--- config.mk ---
export PLATFORM = sky130hd
export DESIGN_NAME = picorv32_mem_arbiter
export DESIGN_NICKNAME = d
export VERILOG_FILES = /design/src/rtl/picorv32_bus_pkg.sv /design/src/rtl/picorv32_rr_pick.sv /design/src/rtl/picorv32_mem_arbiter.sv
export SDC_FILE = /design/constraint.sdc
export NUM_CORES = 1
export LEC_CHECK = 0
export CAP_MARGIN = 30
export CORE_ASPECT_RATIO = 1.5
export CORE_MARGIN = 4
export CORE_UTILIZATION = 30
export CTS_CLUSTER_DIAMETER = 150
export DETAILED_ROUTE_END_ITERATION = 10
export PLACE_DENSITY = 0.79
export SYNTH_ARGS = -nofsm -noshare
export SYNTH_HDL_FRONTEND = slang
export SYNTH_SLANG_ARGS = --single-unit
--- constraint.sdc ---
create_clock -name clk -period 3.69 [get_ports clk]
set_input_delay 0.738 -clock clk [delete_from_list [all_inputs] [get_ports clk]]
set_output_delay 0.738 -clock clk [all_outputs]
set_load 0.01 [all_outputs]
--- src/rtl/picorv32_bus_pkg.sv ---
// Shared definitions for the PicoRV32 native-bus arbiter: state encoding,
// well-known addresses/data words and the request payload record.
package picorv32_bus_pkg;

  localparam int unsigned BUS_ADDR_W = 32;
  localparam int unsigned BUS_DATA_W = 32;
  localparam int unsigned BUS_STRB_W = BUS_DATA_W / 8;

  // Memory-mapped UART transmit register seen through the shared slave port.
  localparam logic [BUS_ADDR_W-1:0] UART_TX_ADDR = 32'h0200_0000;

  // Read data returned to a master whose slave transaction timed out.
  localparam logic [BUS_DATA_W-1:0] BUS_ERR_DATA = 32'hDEAD_BEEF;

  typedef enum logic {
    IDLE = 1'b0,
    BUSY = 1'b1
  } arb_state_e;

  // One native-interface request as a master presents it.
  typedef struct packed {
    logic                  instr;
    logic [BUS_ADDR_W-1:0] addr;
    logic [BUS_DATA_W-1:0] wdata;
    logic [BUS_STRB_W-1:0] wstrb;
  } bus_req_t;

  // Requester index to one-hot grant vector.
  function automatic logic [1:0] idx_to_onehot(input logic idx);
    return idx ? 2'b10 : 2'b01;
  endfunction

endpackage

--- src/rtl/picorv32_rr_pick.sv ---
// Combinational two-way round-robin chooser. A lone requester always wins;
// on a tie the requester that did not win last time is chosen.
module picorv32_rr_pick (
  input  logic [1:0] m_valid,
  input  logic       last_grant,
  output logic [1:0] winner
);

  // One-hot winner from the current requests and the previous owner index.
  always_comb begin
    winner = 2'b00;
    case (m_valid)
      2'b01:   winner = 2'b01;
      2'b10:   winner = 2'b10;
      2'b11:   winner = last_grant ? 2'b01 : 2'b10;
      default: winner = 2'b00;
    endcase
  end

endmodule

--- src/rtl/picorv32_mem_arbiter.sv ---
// Two-requester arbiter sharing one PicoRV32 native memory port between the
// CPU core (requester 0) and a loader/debug master (requester 1). One request
// is registered onto the slave port at a time; the response is steered back
// to the owner. Optional slave-response timeout: define MEM_ARB_TIMEOUT_EN.
module picorv32_mem_arbiter
  import picorv32_bus_pkg::*;
#(
  parameter int unsigned ADDR_W  = 32,
  parameter int unsigned DATA_W  = 32,
  parameter int unsigned TIMEOUT = 256
) (
  input  logic                  clk,
  input  logic                  resetn,
  input  logic [1:0]            m_valid,
  input  logic [1:0]            m_instr,
  input  logic [2*ADDR_W-1:0]   m_addr,
  input  logic [2*DATA_W-1:0]   m_wdata,
  input  logic [2*DATA_W/8-1:0] m_wstrb,
  output logic [1:0]            m_ready,
  output logic [DATA_W-1:0]     m_rdata,
  output logic                  s_valid,
  output logic                  s_instr,
  output logic [ADDR_W-1:0]     s_addr,
  output logic [DATA_W-1:0]     s_wdata,
  output logic [DATA_W/8-1:0]   s_wstrb,
  input  logic                  s_ready,
  input  logic [DATA_W-1:0]     s_rdata,
  output logic [1:0]            grant,
  output logic                  err
);

  localparam int unsigned STRB_W = DATA_W / 8;

  arb_state_e        state_q, state_d;
  logic [1:0]        grant_q, grant_d;
  logic              last_grant_q, last_grant_d;
  logic              s_valid_q, s_valid_d;
  logic              s_instr_q, s_instr_d;
  logic [ADDR_W-1:0] s_addr_q, s_addr_d;
  logic [DATA_W-1:0] s_wdata_q, s_wdata_d;
  logic [STRB_W-1:0] s_wstrb_q, s_wstrb_d;

  logic [1:0]        winner;
  logic              win_idx;
  logic              timeout_hit;
  logic              done;

  picorv32_rr_pick u_rr_pick (
    .m_valid    (m_valid),
    .last_grant (last_grant_q),
    .winner     (winner)
  );

  assign win_idx = winner[1];

  // A BUSY cycle ends the transaction on slave completion or on timeout.
  assign done = (state_q == BUSY) && (s_ready || timeout_hit);

  // Completion strobe only for the owner, only in the finishing BUSY cycle;
  // s_ready seen in IDLE never reaches a master.
  assign m_ready = done ? grant_q : 2'b00;

  // Next-state and next slave-request computation for the two-state FSM.
  always_comb begin
    // NOTE: every signal assigned here gets a default first, so no path
    // leaves it unassigned and no latch is inferred.
    state_d      = state_q;
    grant_d      = grant_q;
    last_grant_d = last_grant_q;
    s_valid_d    = s_valid_q;
    s_instr_d    = s_instr_q;
    s_addr_d     = s_addr_q;
    s_wdata_d    = s_wdata_q;
    s_wstrb_d    = s_wstrb_q;

    case (state_q)
      IDLE: begin
        if (winner != 2'b00) begin
          state_d   = BUSY;
          grant_d   = winner;
          s_valid_d = 1'b1;
          s_instr_d = m_instr[win_idx];
          s_addr_d  = win_idx ? m_addr[2*ADDR_W-1:ADDR_W]  : m_addr[ADDR_W-1:0];
          s_wdata_d = win_idx ? m_wdata[2*DATA_W-1:DATA_W] : m_wdata[DATA_W-1:0];
          s_wstrb_d = win_idx ? m_wstrb[2*STRB_W-1:STRB_W] : m_wstrb[STRB_W-1:0];
        end
      end
      BUSY: begin
        // Payload is held; a master dropping m_valid here does not abort.
        if (done) begin
          state_d      = IDLE;
          grant_d      = 2'b00;
          s_valid_d    = 1'b0;
          last_grant_d = grant_q[1];
        end
      end
      default: state_d = IDLE;
    endcase
  end

  // FSM state and registered slave-port / grant outputs.
  always_ff @(posedge clk or negedge resetn) begin
    if (!resetn) begin
      state_q      <= IDLE;
      grant_q      <= 2'b00;
      last_grant_q <= 1'b1;
      s_valid_q    <= 1'b0;
      s_instr_q    <= 1'b0;
      s_addr_q     <= '0;
      s_wdata_q    <= '0;
      s_wstrb_q    <= '0;
    end else begin
      // NOTE: non-blocking assignments so every flop samples pre-edge values
      // regardless of statement order.
      state_q      <= state_d;
      grant_q      <= grant_d;
      last_grant_q <= last_grant_d;
      s_valid_q    <= s_valid_d;
      s_instr_q    <= s_instr_d;
      s_addr_q     <= s_addr_d;
      s_wdata_q    <= s_wdata_d;
      s_wstrb_q    <= s_wstrb_d;
    end
  end

  assign s_valid = s_valid_q;
  assign s_instr = s_instr_q;
  assign s_addr  = s_addr_q;
  assign s_wdata = s_wdata_q;
  assign s_wstrb = s_wstrb_q;
  assign grant   = grant_q;

`ifdef MEM_ARB_TIMEOUT_EN
  localparam int unsigned CNT_W = $clog2(TIMEOUT + 1);

  logic [CNT_W-1:0] cnt_q, cnt_d;
  logic             err_q, err_d;

  // The counter sits at zero in IDLE, so it is already clear on BUSY entry;
  // the first BUSY cycle sees 0 and the TIMEOUT-th sees TIMEOUT-1.
  assign timeout_hit = (state_q == BUSY) && !s_ready
                       && (cnt_q == CNT_W'(TIMEOUT - 1));

  // Stall counter and sticky error flag.
  always_comb begin
    cnt_d = cnt_q;
    err_d = err_q;
    if (state_q != BUSY) begin
      cnt_d = '0;
    end else if (!s_ready) begin
      cnt_d = cnt_q + CNT_W'(1);
    end
    if (timeout_hit) begin
      err_d = 1'b1;
    end
  end

  // Timeout counter and error registers.
  always_ff @(posedge clk or negedge resetn) begin
    if (!resetn) begin
      cnt_q <= '0;
      err_q <= 1'b0;
    end else begin
      cnt_q <= cnt_d;
      err_q <= err_d;
    end
  end

  assign err     = err_q;
  // A real completion in the same cycle wins, since timeout_hit needs !s_ready.
  assign m_rdata = timeout_hit ? DATA_W'(BUS_ERR_DATA) : s_rdata;
`else
  assign timeout_hit = 1'b0;
  assign err         = 1'b0;
  assign m_rdata     = s_rdata;
`endif

endmodule

==> run summary <==
Achievable clock frequency: 367 MHz. IR analysis of the VDD net gives a maximum drop of 0.275 mV. A synthesized cell averages 12.3 um^2. The count of nets left with antenna violations once routing finished came out at 0. In this run the power density over the cells is 705 nW/um^2. The number of max-capacitance violations reported is 0, and the signed area change from the synthesized netlist to the final layout is 67.5%. The Yosys step of the flow raised 0 warnings. Data arrives at the worst endpoint at 1.99 ns.

In this run the clock root is driven by a clkbuf_16. The final instance area is 5860 um^2, and the count of state elements after synthesis is 74. The area fraction in compound gates after synthesis was 0.210. The global-route usage over all layers was 0.174; the share of the synthesized area in the top cell type was 0.522.

Wires add up to 11900 um. The hold slack was 0.196 ns; the total negative setup slack was 0 ns. Buffers added to address setup during post-CTS repair amount to 0.

In this run, the number of DRC markers left after iteration 0 of detailed routing was 67. The run finished with clean final reports. Between clock sinks in the finished design, the worst skew comes to 0.00587 ns. The starting density of the core came out at 0.305. The buffer depth of the longest clock path was 2; the number of detailed-routing iterations run before antenna repair was 4. Number of gates given a new drive strength after cts: 0. The tools report the residual overflow from global routing as 0. The post-synthesis share of cell area spent on xor and xnor gates was 0. The global-route wire length before repair is 17700 um, and the H-tree depth is 3. During I/O placement, the number of pins put on the boundary was 282.

Setup violations remaining at the end of the flow were counted as 0. After floorplanning, the core was sized to cover 11500 um^2. By area, the combinational part of the netlist is dominated by compound AO/OA/AOI/OAI gates.

TritonCTS built the clock tree. Port buffering added 216 buffers. The number of hold buffers added after CTS was 0. Synthesis produced a netlist whose cell count is 284. The number of antenna violations at the first check in global routing was 0; the number of DRC violations after detailed routing was 0. The via count of the first global-routing pass is 3461. Portion of the clock cycle consumed by the worst path in the final layout: 0.739. Entering global routing, the biggest net connects 75 pins. The routed layout has 3124 vias. The run gives 3500 um^2 as the synthesized cell area. For the worst setup path, the data required time is 2.95 ns. The share of cells above drive strength 1 was 0.0583; the antenna diode instance count was 0.

Setup repair after global routing left no endpoint under its margin. The final critical path time including I/O delays and setup is 2.73 ns, and the post-CTS clock slew at the launch and capture registers of the worst setup and hold paths is 0.06 ns. The tools report the startpoint kind of the worst setup timing path as an input pin. Ranked by total cell area, the synthesized netlist is headed by dfrtp_1 52%, a221o_1 20%, and2_1 12%. The total nets after synthesis came out at 459. The category of the worst setup path capture point is an output pin. The sequential cell area fraction in the yosys report is 0.530, and the routed via count divided by cell count is 5.10. The floorplan has 48 rows. Type of the worst setup path: input pin to output pin. For this design, the sink count on the clock tree is 74. At the end of routability-driven placement, the weighted congestion stood at 0.784. The logs give 2.43 nW for the cell leakage power and 5490 um^2 for the instance area after placement. Slew of the pin with the lowest slew margin: 0.772 ns. The die is 96.2 um wide. The area fraction in and, or, nand and nor cells after synthesis is 0.137, and the total clock buffers created by CTS is 9. The average wire per cell in the routed design was 19.4 um; the worst-case headroom to the max-slew limit was 0.484. The mux contribution to synthesized area was 0; the insertion delay of the later-clocked pin in the worst-skew pair was 0.33 ns. Once detailed placement completed, the half-perimeter wirelength came to 8730 um.

The path class of the tightest hold or removal check is input pin to asynchronous set/reset pin. The adder and majority gate portion of the synthesized area works out to 0. The max-slew violation total from the final report is 0, and the maximum fanout along the worst path is 4.

The die covers 13500 um^2. The final net count was 634; the die outline height was 140 um. Number of endpoints with negative hold slack in the final report: 0. The post-synthesis cell type count is 18. The biggest area contributor in the post-synthesis netlist is dfrtp_1.
## kinds of logic (layout without fill, tap and decap cells)
logic type | Yosys count | in the layout
and+or+nand+nor | 78 | 78
AOI/OAI and AO/OA | 74 | 74
buffers and inverters | 57 | 236
other | 1 | 1
DFF | 74 | 74
## metal layers
metal	vias to the layer above	share of wire	GRT usage
li1	1370	-	-
met2	162	0.54	0.311
met4	0	0.069	0.127
met3	63	0.076	0.0478
met1	1529	0.32	0.161
met5	-	0	0
## final cells by class
class,count,area [um^2]
fill,990,5610
timing repair buffer,220,2250
sequential,74,1850
multi-input combinational,153,1220
clock buffer,10,239
tap,150,188
clock inverter,5,103
inverter,1,3.75
## power by group
part	leakage (nW)	switching, mW	internal, mW
clock	0.165	0.329	0.674
combinational	1.35	0.685	1.10
sequential	0.909	0.184	1.16
## worst max-delay path, stage by stage
cell and delay (ns):
clkdlybuf4s50_1 0.50, and3_1 0.19, clkdlybuf4s50_1 0.56
## path summary, 6_finish.rpt
| check | start | to | slack (ns) | depth (start not counted) |
|---|---|---|---|---|
| worst max register to register | last_grant_q | s_wstrb[2] | 1.82 | 4 |
| worst min register to register | s_valid | s_valid | 0.50 | 2 |
| worst min-delay path | resetn | s_addr[13] | 0.20 | 1 |
| min in group clk | s_valid | s_valid | 0.50 | 2 |
| max in group asynchronous | resetn | last_grant_q | 2.94 | 2 |
| worst max-delay path | s_ready | m_ready[1] | 0.96 | 3 |
## cells in the mapped netlist
library cell / number
a31o_2: 2
o21bai_2: 1
buf_6: 1
a21o_2: 1
and2_1: 69
inv_1: 1
dfrtp_1: 73
buf_8: 7
a221o_1: 69
o21ai_0: 1
and3_1: 4
buf_2: 4
dfstp_2: 1
clkbuf_1: 11
nand2_1: 4
conb_1: 1
nand2b_1: 1
buf_4: 33
## flip-flops by register name, indices dropped and copies added (netlist names)
| name | cells |
|---|---|
| s_addr | 32 |
| s_wdata | 32 |
| s_wstrb | 4 |
| grant | 2 |
| last_grant_q | 1 |
| s_instr | 1 |
| s_valid | 1 |
| state_q | 1 |
## layout by cell type (no fill, tap or decap), types with 2 or more instances in the layout
cell type	n
a221o_1	69
nand2_1	4
and3_2	2
dfrtp_1	73
and2_1	69
and3_1	2
clkdlybuf4s50_1	215
bufinv_16	3
buf_12	3
a31o_2	2
clkbuf_16	9
## through the flow
step                       util  cells  power (mW)  worst slack, ns
after floorplan               -    284        2.15             2.02
after global placement    0.479    597        3.09            0.999
after detailed placement  0.479    597        3.14            0.963
after CTS                 0.508    612        4.18            0.959
after global routing      0.511    613        4.36            0.906
final                     0.511    613        4.13            0.962
Power figures use the tool's default switching activity.
